### src/rtl/otter_pkg.sv
`default_nettype none
// ============================================================================
//  Module   : otter_pkg
//  Purpose  : Shared constants for the Otter pipeline: datapath width,
//             ALU operation codes and ALU operand-select encodings.
//  Contents : XLEN, ALU_* op codes, SRCA_* / SRCB_* select values.
//  Revision : 1.0 - initial release
// ============================================================================
package otter_pkg;

   localparam int XLEN = 32;

   // ALU operation codes (bit 3 selects the "alternate" form: SUB, SRA)
   localparam logic [3:0] ALU_ADD  = 4'b0000;
   localparam logic [3:0] ALU_SUB  = 4'b1000;
   localparam logic [3:0] ALU_OR   = 4'b0110;
   localparam logic [3:0] ALU_AND  = 4'b0111;
   localparam logic [3:0] ALU_XOR  = 4'b0100;
   localparam logic [3:0] ALU_SRL  = 4'b0101;
   localparam logic [3:0] ALU_SLL  = 4'b0001;
   localparam logic [3:0] ALU_SRA  = 4'b1101;
   localparam logic [3:0] ALU_SLT  = 4'b0010;
   localparam logic [3:0] ALU_SLTU = 4'b0011;
   localparam logic [3:0] ALU_LUI  = 4'b1001;

   // ALU operand selects
   localparam logic SRCA_RS1 = 1'b0;
   localparam logic SRCA_PC  = 1'b1;
   localparam logic SRCB_RS2 = 1'b0;
   localparam logic SRCB_IMM = 1'b1;

endpackage
`default_nettype wire

### src/rtl/fwd_mux.sv
`default_nettype none
// ============================================================================
//  Module   : fwd_mux
//  Purpose  : Result-forwarding selector for one source operand. Picks the
//             newest in-flight producer of the register, falling back to the
//             registered register-file data.
//  Ports    : rs_addr/rs_data          - source register number and its data
//             exmem_* / memwb_*        - destination, write enable and result
//                                        of the two older instructions
//             fwd_data                 - forwarded operand value
//  Revision : 1.0 - initial release
// ============================================================================
module fwd_mux #(
   parameter int XLEN       = 32,
   parameter int REG_ADDR_W = 5
) (
   input  logic [REG_ADDR_W-1:0] rs_addr,
   input  logic [XLEN-1:0]       rs_data,
   input  logic [REG_ADDR_W-1:0] exmem_rd,
   input  logic                  exmem_reg_write,
   input  logic [XLEN-1:0]       exmem_result,
   input  logic [REG_ADDR_W-1:0] memwb_rd,
   input  logic                  memwb_reg_write,
   input  logic [XLEN-1:0]       memwb_result,
   output logic [XLEN-1:0]       fwd_data
);
   import otter_pkg::*;

   always_comb begin
      fwd_data = rs_data;
      // x0 is hardwired to zero, so a write to it must never be forwarded.
      // EX/MEM is checked first because it holds the younger producer.
      if (rs_addr != '0) begin
         if (exmem_reg_write && (exmem_rd == rs_addr)) begin
            fwd_data = exmem_result;
         end else if (memwb_reg_write && (memwb_rd == rs_addr)) begin
            fwd_data = memwb_result;
         end
      end
   end

endmodule
`default_nettype wire

### src/rtl/id_ex_operand_stage.sv
`default_nettype none
// ============================================================================
//  Module   : id_ex_operand_stage
//  Purpose  : ID/EX pipeline register for the Otter pipeline. Captures the
//             decoded instruction, forwards EX/MEM and MEM/WB results onto
//             the registered operands and drives the ALU inputs.
//             Supports stall (hold), flush (bubble) and bubble insertion.
//  Ports    : clk, rst (async, active high)
//             stall, flush            - pipeline control
//             id_*                    - decoded instruction from ID
//             exmem_*, memwb_*        - forwarding sources
//             ex_valid, srcA, srcB, alu_fun, ex_store_data, ex_pc,
//             ex_rd_addr, ex_reg_write, ex_mem_read - EX stage outputs
//             load_use_hazard         - load-use detect for the hazard unit
//  Config   : ID_EX_LOAD_USE_EN - when defined, generates the load-use
//             comparator; otherwise load_use_hazard is tied low.
//  Revision : 1.0 - initial release
// ============================================================================
module id_ex_operand_stage #(
   parameter int XLEN       = otter_pkg::XLEN,
   parameter int REG_ADDR_W = 5
) (
   input  logic                  clk,
   input  logic                  rst,
   input  logic                  stall,
   input  logic                  flush,
   input  logic                  id_valid,
   input  logic [XLEN-1:0]       id_pc,
   input  logic [REG_ADDR_W-1:0] id_rs1_addr,
   input  logic [REG_ADDR_W-1:0] id_rs2_addr,
   input  logic [XLEN-1:0]       id_rs1_data,
   input  logic [XLEN-1:0]       id_rs2_data,
   input  logic [XLEN-1:0]       id_imm,
   input  logic                  id_srcA_sel,
   input  logic                  id_srcB_sel,
   input  logic [3:0]            id_alu_fun,
   input  logic [REG_ADDR_W-1:0] id_rd_addr,
   input  logic                  id_reg_write,
   input  logic                  id_mem_read,
   input  logic [REG_ADDR_W-1:0] exmem_rd,
   input  logic [REG_ADDR_W-1:0] memwb_rd,
   input  logic                  exmem_reg_write,
   input  logic                  memwb_reg_write,
   input  logic [XLEN-1:0]       exmem_result,
   input  logic [XLEN-1:0]       memwb_result,
   output logic                  ex_valid,
   output logic [XLEN-1:0]       srcA,
   output logic [XLEN-1:0]       srcB,
   output logic [3:0]            alu_fun,
   output logic [XLEN-1:0]       ex_store_data,
   output logic [XLEN-1:0]       ex_pc,
   output logic [REG_ADDR_W-1:0] ex_rd_addr,
   output logic                  ex_reg_write,
   output logic                  ex_mem_read,
   output logic                  load_use_hazard
);
   import otter_pkg::*;

   logic                  r_valid;
   logic [XLEN-1:0]       r_pc;
   logic [REG_ADDR_W-1:0] r_rs1_addr;
   logic [REG_ADDR_W-1:0] r_rs2_addr;
   logic [XLEN-1:0]       r_rs1_data;
   logic [XLEN-1:0]       r_rs2_data;
   logic [XLEN-1:0]       r_imm;
   logic                  r_srca_sel;
   logic                  r_srcb_sel;
   logic [3:0]            r_alu_fun;
   logic [REG_ADDR_W-1:0] r_rd_addr;
   logic                  r_reg_write;
   logic                  r_mem_read;

   logic [XLEN-1:0]       w_rs1_fwd;
   logic [XLEN-1:0]       w_rs2_fwd;

   // -------------------------------------------------------------------------
   // Pipeline register: flush > stall > load
   // -------------------------------------------------------------------------
   always_ff @(posedge clk or posedge rst) begin
      if (rst) begin
         r_valid     <= 1'b0;
         r_pc        <= '0;
         r_rs1_addr  <= '0;
         r_rs2_addr  <= '0;
         r_rs1_data  <= '0;
         r_rs2_data  <= '0;
         r_imm       <= '0;
         r_srca_sel  <= 1'b0;
         r_srcb_sel  <= 1'b0;
         r_alu_fun   <= 4'b0000;
         r_rd_addr   <= '0;
         r_reg_write <= 1'b0;
         r_mem_read  <= 1'b0;
      end else if (flush) begin
         // Only the control bits matter for a bubble; the datapath fields
         // are left alone.
         r_valid     <= 1'b0;
         r_reg_write <= 1'b0;
         r_mem_read  <= 1'b0;
      end else if (stall) begin
         // While held, a producer may retire out of EX/MEM or MEM/WB and its
         // result would no longer be forwardable. Capture the forwarded
         // values now so the operands survive the stall.
         if (r_valid) begin
            r_rs1_data <= w_rs1_fwd;
            r_rs2_data <= w_rs2_fwd;
         end
      end else begin
         r_valid     <= id_valid;
         r_pc        <= id_pc;
         r_rs1_addr  <= id_rs1_addr;
         r_rs2_addr  <= id_rs2_addr;
         r_rs1_data  <= id_rs1_data;
         r_rs2_data  <= id_rs2_data;
         r_imm       <= id_imm;
         r_srca_sel  <= id_srcA_sel;
         r_srcb_sel  <= id_srcB_sel;
         r_alu_fun   <= id_alu_fun;
         r_rd_addr   <= id_rd_addr;
         // A non-valid ID slot enters EX as a bubble with no side effects.
         r_reg_write <= id_valid & id_reg_write;
         r_mem_read  <= id_valid & id_mem_read;
      end
   end

   // -------------------------------------------------------------------------
   // Operand forwarding
   // -------------------------------------------------------------------------
   fwd_mux #(
      .XLEN       (XLEN),
      .REG_ADDR_W (REG_ADDR_W)
   ) u_fwd_rs1 (
      .rs_addr         (r_rs1_addr),
      .rs_data         (r_rs1_data),
      .exmem_rd        (exmem_rd),
      .exmem_reg_write (exmem_reg_write),
      .exmem_result    (exmem_result),
      .memwb_rd        (memwb_rd),
      .memwb_reg_write (memwb_reg_write),
      .memwb_result    (memwb_result),
      .fwd_data        (w_rs1_fwd)
   );

   fwd_mux #(
      .XLEN       (XLEN),
      .REG_ADDR_W (REG_ADDR_W)
   ) u_fwd_rs2 (
      .rs_addr         (r_rs2_addr),
      .rs_data         (r_rs2_data),
      .exmem_rd        (exmem_rd),
      .exmem_reg_write (exmem_reg_write),
      .exmem_result    (exmem_result),
      .memwb_rd        (memwb_rd),
      .memwb_reg_write (memwb_reg_write),
      .memwb_result    (memwb_result),
      .fwd_data        (w_rs2_fwd)
   );

   // -------------------------------------------------------------------------
   // EX outputs
   // -------------------------------------------------------------------------
   assign srcA          = (r_srca_sel == SRCA_PC)  ? r_pc  : w_rs1_fwd;
   assign srcB          = (r_srcb_sel == SRCB_IMM) ? r_imm : w_rs2_fwd;
   assign ex_store_data = w_rs2_fwd;
   assign alu_fun       = r_alu_fun;
   assign ex_pc         = r_pc;
   assign ex_rd_addr    = r_rd_addr;
   assign ex_valid      = r_valid;
   assign ex_reg_write  = r_valid & r_reg_write;
   assign ex_mem_read   = r_valid & r_mem_read;

`ifdef ID_EX_LOAD_USE_EN
   // A load in EX whose destination is read by the instruction in ID cannot
   // be forwarded in time; the hazard unit stalls and inserts a bubble.
   assign load_use_hazard = r_valid && r_mem_read && id_valid &&
                            (r_rd_addr != '0) &&
                            ((r_rd_addr == id_rs1_addr) || (r_rd_addr == id_rs2_addr));
`else
   assign load_use_hazard = 1'b0;
`endif

endmodule
`default_nettype wire

### config.mk
export PLATFORM = sky130hd
export DESIGN_NAME = id_ex_operand_stage
export DESIGN_NICKNAME = d
export VERILOG_FILES = /design/src/rtl/otter_pkg.sv /design/src/rtl/fwd_mux.sv /design/src/rtl/id_ex_operand_stage.sv
export SDC_FILE = /design/constraint.sdc
export NUM_CORES = 1
export LEC_CHECK = 0
export BUFFER_PORTS_ARGS = -buffer_cell sky130_fd_sc_hd__buf_2
export CORE_MARGIN = 10
export CORE_UTILIZATION = 43
export CTS_BUF_LIST = sky130_fd_sc_hd__clkbuf_16
export DETAILED_ROUTE_END_ITERATION = 8
export GPL_TIMING_DRIVEN = 0
export PLACE_DENSITY = 0.88
export SYNTH_ARGS = -nofsm -noshare
export SYNTH_HDL_FRONTEND = slang
export SYNTH_SLANG_ARGS = --single-unit
### constraint.sdc
create_clock -name clk -period 4.5 [get_ports clk]
set_clock_uncertainty 0.15 [all_clocks]
set_input_delay 0.225 -clock clk [delete_from_list [all_inputs] [get_ports clk]]
set_output_delay 0.225 -clock clk [all_outputs]
set_load 0.005 [all_outputs]
======== Yosys cells after proc, flatten, opt, wreduce, memory -nomap -nowiden ========
Cells that the tools add are included.
storage, ports and cells
  memory bits (read-only) ................. 0
  output and inout bits ................... 141
  input port bits ......................... 232
  latch bits .............................. 0
  flip-flop bits (word level) ............. 152
  logic and storage cells ................. 51
  bits in writable memories ............... 0
  memories ................................ 0
cells by class
  reductions and logical operators ........ 8
  $add $sub $neg .......................... 0
  shift operators ......................... 0
  bitwise gates (word level) .............. 6
  order comparisons ....................... 0
  equality and inequality tests ........... 6
  div/mod/pow operators ................... 0
  multipliers ............................. 0
  mux-type cells .......................... 18
operator list
  operator            count
  $mux 32             12
  $eq 5x5->1          4
  $reduce_bool 5->1   2
  $mux 1              6
  $and 1x1->1         4
  $logic_and 1x1->1   4
  $ne 2x1->1 const B  2
  $reduce_and 2->1    2
  $not 1->1           2

======== Logic depth before layout (Yosys ltp) ========
  word-level depth ........................ 7
  depth in mapped cells ................... 8
  mapped depth without buffers ............ 6

======== Modules after synthesis ========
Synthesis repeated with hierarchy kept, for this count alone.
unflattened totals
  cell total of the unflattened synthesis .. 1,052
  area total of the unflattened synthesis .. 9,039.9 µm²
by module, submodules not included
  module               seq. area each (µm²)  area each (µm²)  times used  cells each
  id_ex_operand_stage  3,803.6               7,195.7          1           856
  fwd_mux              0.0                   922.1            2           98

======== Worst setup path before layout ========
OpenSTA, ideal clock, no wires.
  path kind ............................... register to output
  start ................................... register r_rs2_addr[1]
  end ..................................... output port srcB[7]
  path slack .............................. 2.082 ns
  arrival ................................. 2.043 ns
  stages on the path, launching flop included .. 8
  required time ........................... 4.125 ns
  buffers on the path ..................... 1
  cell sequence ........................... dfrtp_1 > or4_4 > nor2_4 > nor4_2 > nor2b_4 > buf_6 > a221o_1 > mux2_2
on the way
  cells in the longest elaborated chain, start to end .. 6
  elaborated cells on any way between the ends .. 9
  classes of those cells .................. eq/ne: 2; mux: 4; reduce/logical: 3
ends and longest elaborated chain
  what                      RTL line                    source
  start: declaration        id_ex_operand_stage.sv:62   logic [REG_ADDR_W-1:0] r_rs2_addr;
  start signal: assignment  id_ex_operand_stage.sv:112  r_rs2_addr <= id_rs2_addr;
  $eq 5x5->1                fwd_mux.sv:36               end else if (memwb_reg_write && (memwb_rd == rs_addr)) begin
  $logic_and 1x1->1         fwd_mux.sv:36
  $mux 32                   fwd_mux.sv:36
  $mux 32                   fwd_mux.sv:34               if (exmem_reg_write && (exmem_rd == rs_addr)) begin
  $mux 32 *                 fwd_mux.sv:33               if (rs_addr != '0) begin
  net ex_store_data[7]      id_ex_operand_stage.sv:50   output logic [XLEN-1:0] ex_store_data,
  $mux 32 *                 id_ex_operand_stage.sv:163  assign srcB = (r_srcb_sel == SRCB_IMM) ? r_imm : w_rs2_fwd;
  end: declaration          id_ex_operand_stage.sv:48   output logic [XLEN-1:0] srcB,
Mark *: on every way through the listed nets, which the timed path passes. The rest lies on a longest branch.

======== Worst setup path in the final report ========
  start ................................... register r_rs1_addr[0]
  end ..................................... output port srcA[7]
on the way
  cells in the longest elaborated chain, start to end .. 6
  elaborated cells on any way between the ends .. 9
  classes of those cells .................. eq/ne: 2; mux: 4; reduce/logical: 3
ends and longest elaborated chain
  what                      RTL line                    source
  start: declaration        id_ex_operand_stage.sv:61   logic [REG_ADDR_W-1:0] r_rs1_addr;
  start signal: assignment  id_ex_operand_stage.sv:111  r_rs1_addr <= id_rs1_addr;
  $eq 5x5->1                fwd_mux.sv:36
  $logic_and 1x1->1         fwd_mux.sv:36
  $mux 32                   fwd_mux.sv:36
  $mux 32                   fwd_mux.sv:34
  $mux 32 *                 fwd_mux.sv:33
  $mux 32 *                 id_ex_operand_stage.sv:162  assign srcA = (r_srca_sel == SRCA_PC) ? r_pc : w_rs1_fwd;
  end: declaration          id_ex_operand_stage.sv:47   output logic [XLEN-1:0] srcA,
Mark *: on every way between the ends. The rest lies on a longest branch, timed or not.

==> flow_metrics.env <==
export IMPL_finalSetupViolations=0
export IMPL_ctsLongestPathBuffers=2
export IMPL_ios=373
export IMPL_hpwl_um=27710
export IMPL_cts_tree="built"
export IMPL_post_cts_buffers=0
export IMPL_synth_largest_area_cell="dfrtp_1"
export IMPL_via_per_inst=6.073
export IMPL_ys_top_cells_by_area="dfrtp_1 46%, mux2_2 12%, a21oi_1 4.0%"
export IMPL_final_net_count=1519
export IMPL_critical_path_class="reg -> out"
export IMPL_p_per_area_nw_per_um2=375.5
export IMPL_start_kind="flop"
export IMPL_drcViolationCount=0
export IMPL_worstPathMaxFanout=6
export IMPL_period_share_pct=81.36
export IMPL_worstHoldStart="id_rs2_data[28]"
export IMPL_yosysTopAreaCellShare_pct=45.77
export IMPL_synth_seq_cells=152
export IMPL_hold_viol=0
export IMPL_min_period_ns=3.661
export IMPL_clkTransAtPathRegs_ns=0.07
export IMPL_drt_iter0_markers=1031
export IMPL_layout_setup_ws_ns=0.8388
export IMPL_synth_area_per_cell_um2=10.85
export IMPL_die_y_um=159.0
export IMPL_cts_root_buf="clkbuf_16"
export IMPL_arrival_ns=3.29
export IMPL_n_fill_cell=1352
export IMPL_fin_tns_setup_ns=0
export IMPL_grt_pass1_wl_um=59840
export IMPL_grt_pass1_vias=10170
export IMPL_die_area_um2=25290
export IMPL_hold_path_class="in -> reg"
export IMPL_floorplan_initialDensity_pct=44.13
export IMPL_max_cap_viol_count=0
export IMPL_cts_sinks=152
export IMPL_p_leak_nw=5.594
export IMPL_cts_buffers_inserted=17
export IMPL_wl_per_cell_um=25.53
export IMPL_die_w_um=159.0
export IMPL_yosys_warnings=0
export IMPL_r2r_setup_slack_ns=1.54
export IMPL_ant_nets=0
export IMPL_startpoint="r_rs1_addr[0]$_DFFE_PP0P_"
export IMPL_async_flop_share_pct=100.0
export IMPL_numPortBuffers=369
export IMPL_syn_num_nets=998
export IMPL_synthTopCellsByCount="152 x dfrtp_1, 86 x mux2_2, 67 x a21oi_1"
export IMPL_syn_to_final_growth_pct=50.30
export IMPL_antenna_found_initial=10
export IMPL_vias=9523
export IMPL_relSlewSlack_pct=30.80
export IMPL_place_gp_congestion=0.8782
export IMPL_synthCells=766
export IMPL_ys_seq_area_share_pct=45.77
export IMPL_status="finished clean"
export IMPL_netlist_area_um2=8310
export IMPL_synth_edf_count=0
export IMPL_gr_usage_all_layers_pct=30.06
export IMPL_htree_levels=4
export IMPL_core_um2=18830
export IMPL_tightest_slew_ns=1.038
export IMPL_timing_rr_start="r_rs1_addr[0]$_DFFE_PP0P_"
export IMPL_grt_start_max_net_pins=85
export IMPL_rows=50
export IMPL_worst_skew_pair_late_latency_ns=0.43
export IMPL_end_kind="primary output"
export IMPL_drive_above_1_share_pct=38.95
export IMPL_first_pass_iters=7
export IMPL_utilization_pct=66.33
export IMPL_crit_required_ns=4.12
export IMPL_finalWirelength_um=40040
export IMPL_slew_viol_final=0
export IMPL_grt_overflow=0
export IMPL_fmax_mhz=273.1
export IMPL_dp_slack_ns=1.356
export IMPL_design_power_total_mw=4.691
export IMPL_rsz0062_at_grt="no"
export IMPL_vdd_drop_max_mv=0.2754
export IMPL_synth_most_common_cell="dfrtp_1"
export IMPL_synth_cell_types=46
export IMPL_ys_flop_type="dfrtp_1"
==> path summary, 6_finish.rpt <==
check                                              to  cells past startpoint
hold reg to reg             ex_rd_addr[2]$_DFFE_PP0P_                      1
min in group asynchronous      alu_fun[3]$_DFFE_PP0P_                      3
hold / removal             r_rs2_data[28]$_DFFE_PP0P_                      3
setup reg to reg            r_rs1_data[7]$_DFFE_PP0P_                      6
setup / recovery                              srcA[7]                      7
max in group asynchronous  r_rs2_data[12]$_DFFE_PP0P_                      4
==> registers in the layout, summed over array words and instances, names as in the netlist, 4 cells and up <==
register,flops
alu_fun,4
ex_pc,32
ex_rd_addr,5
r_imm,32
r_rs1_addr,5
r_rs1_data,32
r_rs2_addr,5
r_rs2_data,32
==> worst max-delay path, cell delays in order (launching register included) <==
cell	delay, ns
dfrtp_1	0.43
xnor2_1	0.21
nand4_1	0.19
nor3_1	0.76
nor2_1	0.29
a221oi_1	0.62
mux2i_1	0.17
buf_2	0.18
==> routing by layer <==
metal,GRT usage (%),wire [µm],vias up
met2,50.23,19240,753
met3,11.08,4432,170
met5,0,13,-
li1,-,-,3971
met4,14.91,2017,2
met1,33.07,14340,4627
==> repair_timing <==
action,in CTS,in global routing
gates resized for setup,0,0
endpoints found under the hold margin,199,0
hold buffers,132,0
==> area by class of cell <==
| class | instances | area (µm²) | share of cell area [%] |
|---|---|---|---|
| multi-input combinational | 505 | 4059 | 32.50 |
| sequential | 152 | 3804 | 30.45 |
| timing repair buffer | 502 | 3196 | 25.58 |
| clock buffer | 17 | 425.4 | 3.406 |
| tap | 260 | 325.3 | 2.604 |
| buffer | 75 | 320.3 | 2.564 |
| clock inverter | 14 | 206.4 | 1.653 |
| inverter | 34 | 132.6 | 1.062 |
| antenna | 9 | 22.52 | 0.1803 |
==> through the flow <==
| stage | hold slack [ns] | cell area (µm²) | cells |
|---|---|---|---|
| final | 0.009560 | 12490 | 1568 |
| after global routing | 0.009490 | 12490 | 1568 |
| after CTS | 0.0002619 | 12470 | 1559 |
| after detailed placement | 0.2195 | 10520 | 1396 |
| after global placement | 0.2777 | 10480 | 1395 |
| after floorplan | 0.1918 | 8310 | 766 |
==> cells in the final DEF (no fill, tap or decap), types with 2 or more instances in the layout <==
cell type	Yosys	final
dlygate4sd3_1	0	132
clkinv_4	0	2
clkbuf_1	59	59
mux2_2	86	86
and3_1	2	2
nor3_1	3	3
buf_1	2	2
buf_6	3	3
inv_6	0	3
mux2i_1	32	32
nor2_1	10	10
nor3b_1	30	30
a221o_1	31	31
o32ai_1	31	31
bufinv_16	0	5
diode_2	0	9
o21a_1	31	31
clkinv_2	0	2
xnor2_1	20	20
nand3_1	2	2
buf_2	10	379
nand4_1	2	2
o21ai_0	32	32
and2_1	3	3
a21oi_1	67	67
o32a_1	31	31
clkbuf_16	0	17
dfrtp_1	152	152
nand2_1	40	40
a32o_1	30	30
o31ai_1	2	2
inv_1	34	35
==> logic make-up (layout without fill, tap and decap cells) <==
family | after synthesis | after routing | synth area share, %
compound gates | 260 | 260 | 23.79
flops | 152 | 152 | 45.77
mux | 119 | 119 | 15.64
buf+inv | 109 | 642 | 5.390
simple gates | 105 | 105 | 7.257
xor+xnor | 20 | 20 | 2.108
other cells | 1 | 10 | 0.04512
==> power breakdown <==
part	total, mW	internal, mW	switching (mW)	leakage, nW
Sequential	1.69	1.56	0.131	1.76
Clock	1.58	0.979	0.603	0.318
Combinational	1.42	0.703	0.714	3.52
Note: power is estimated with default switching activity, not from simulation.
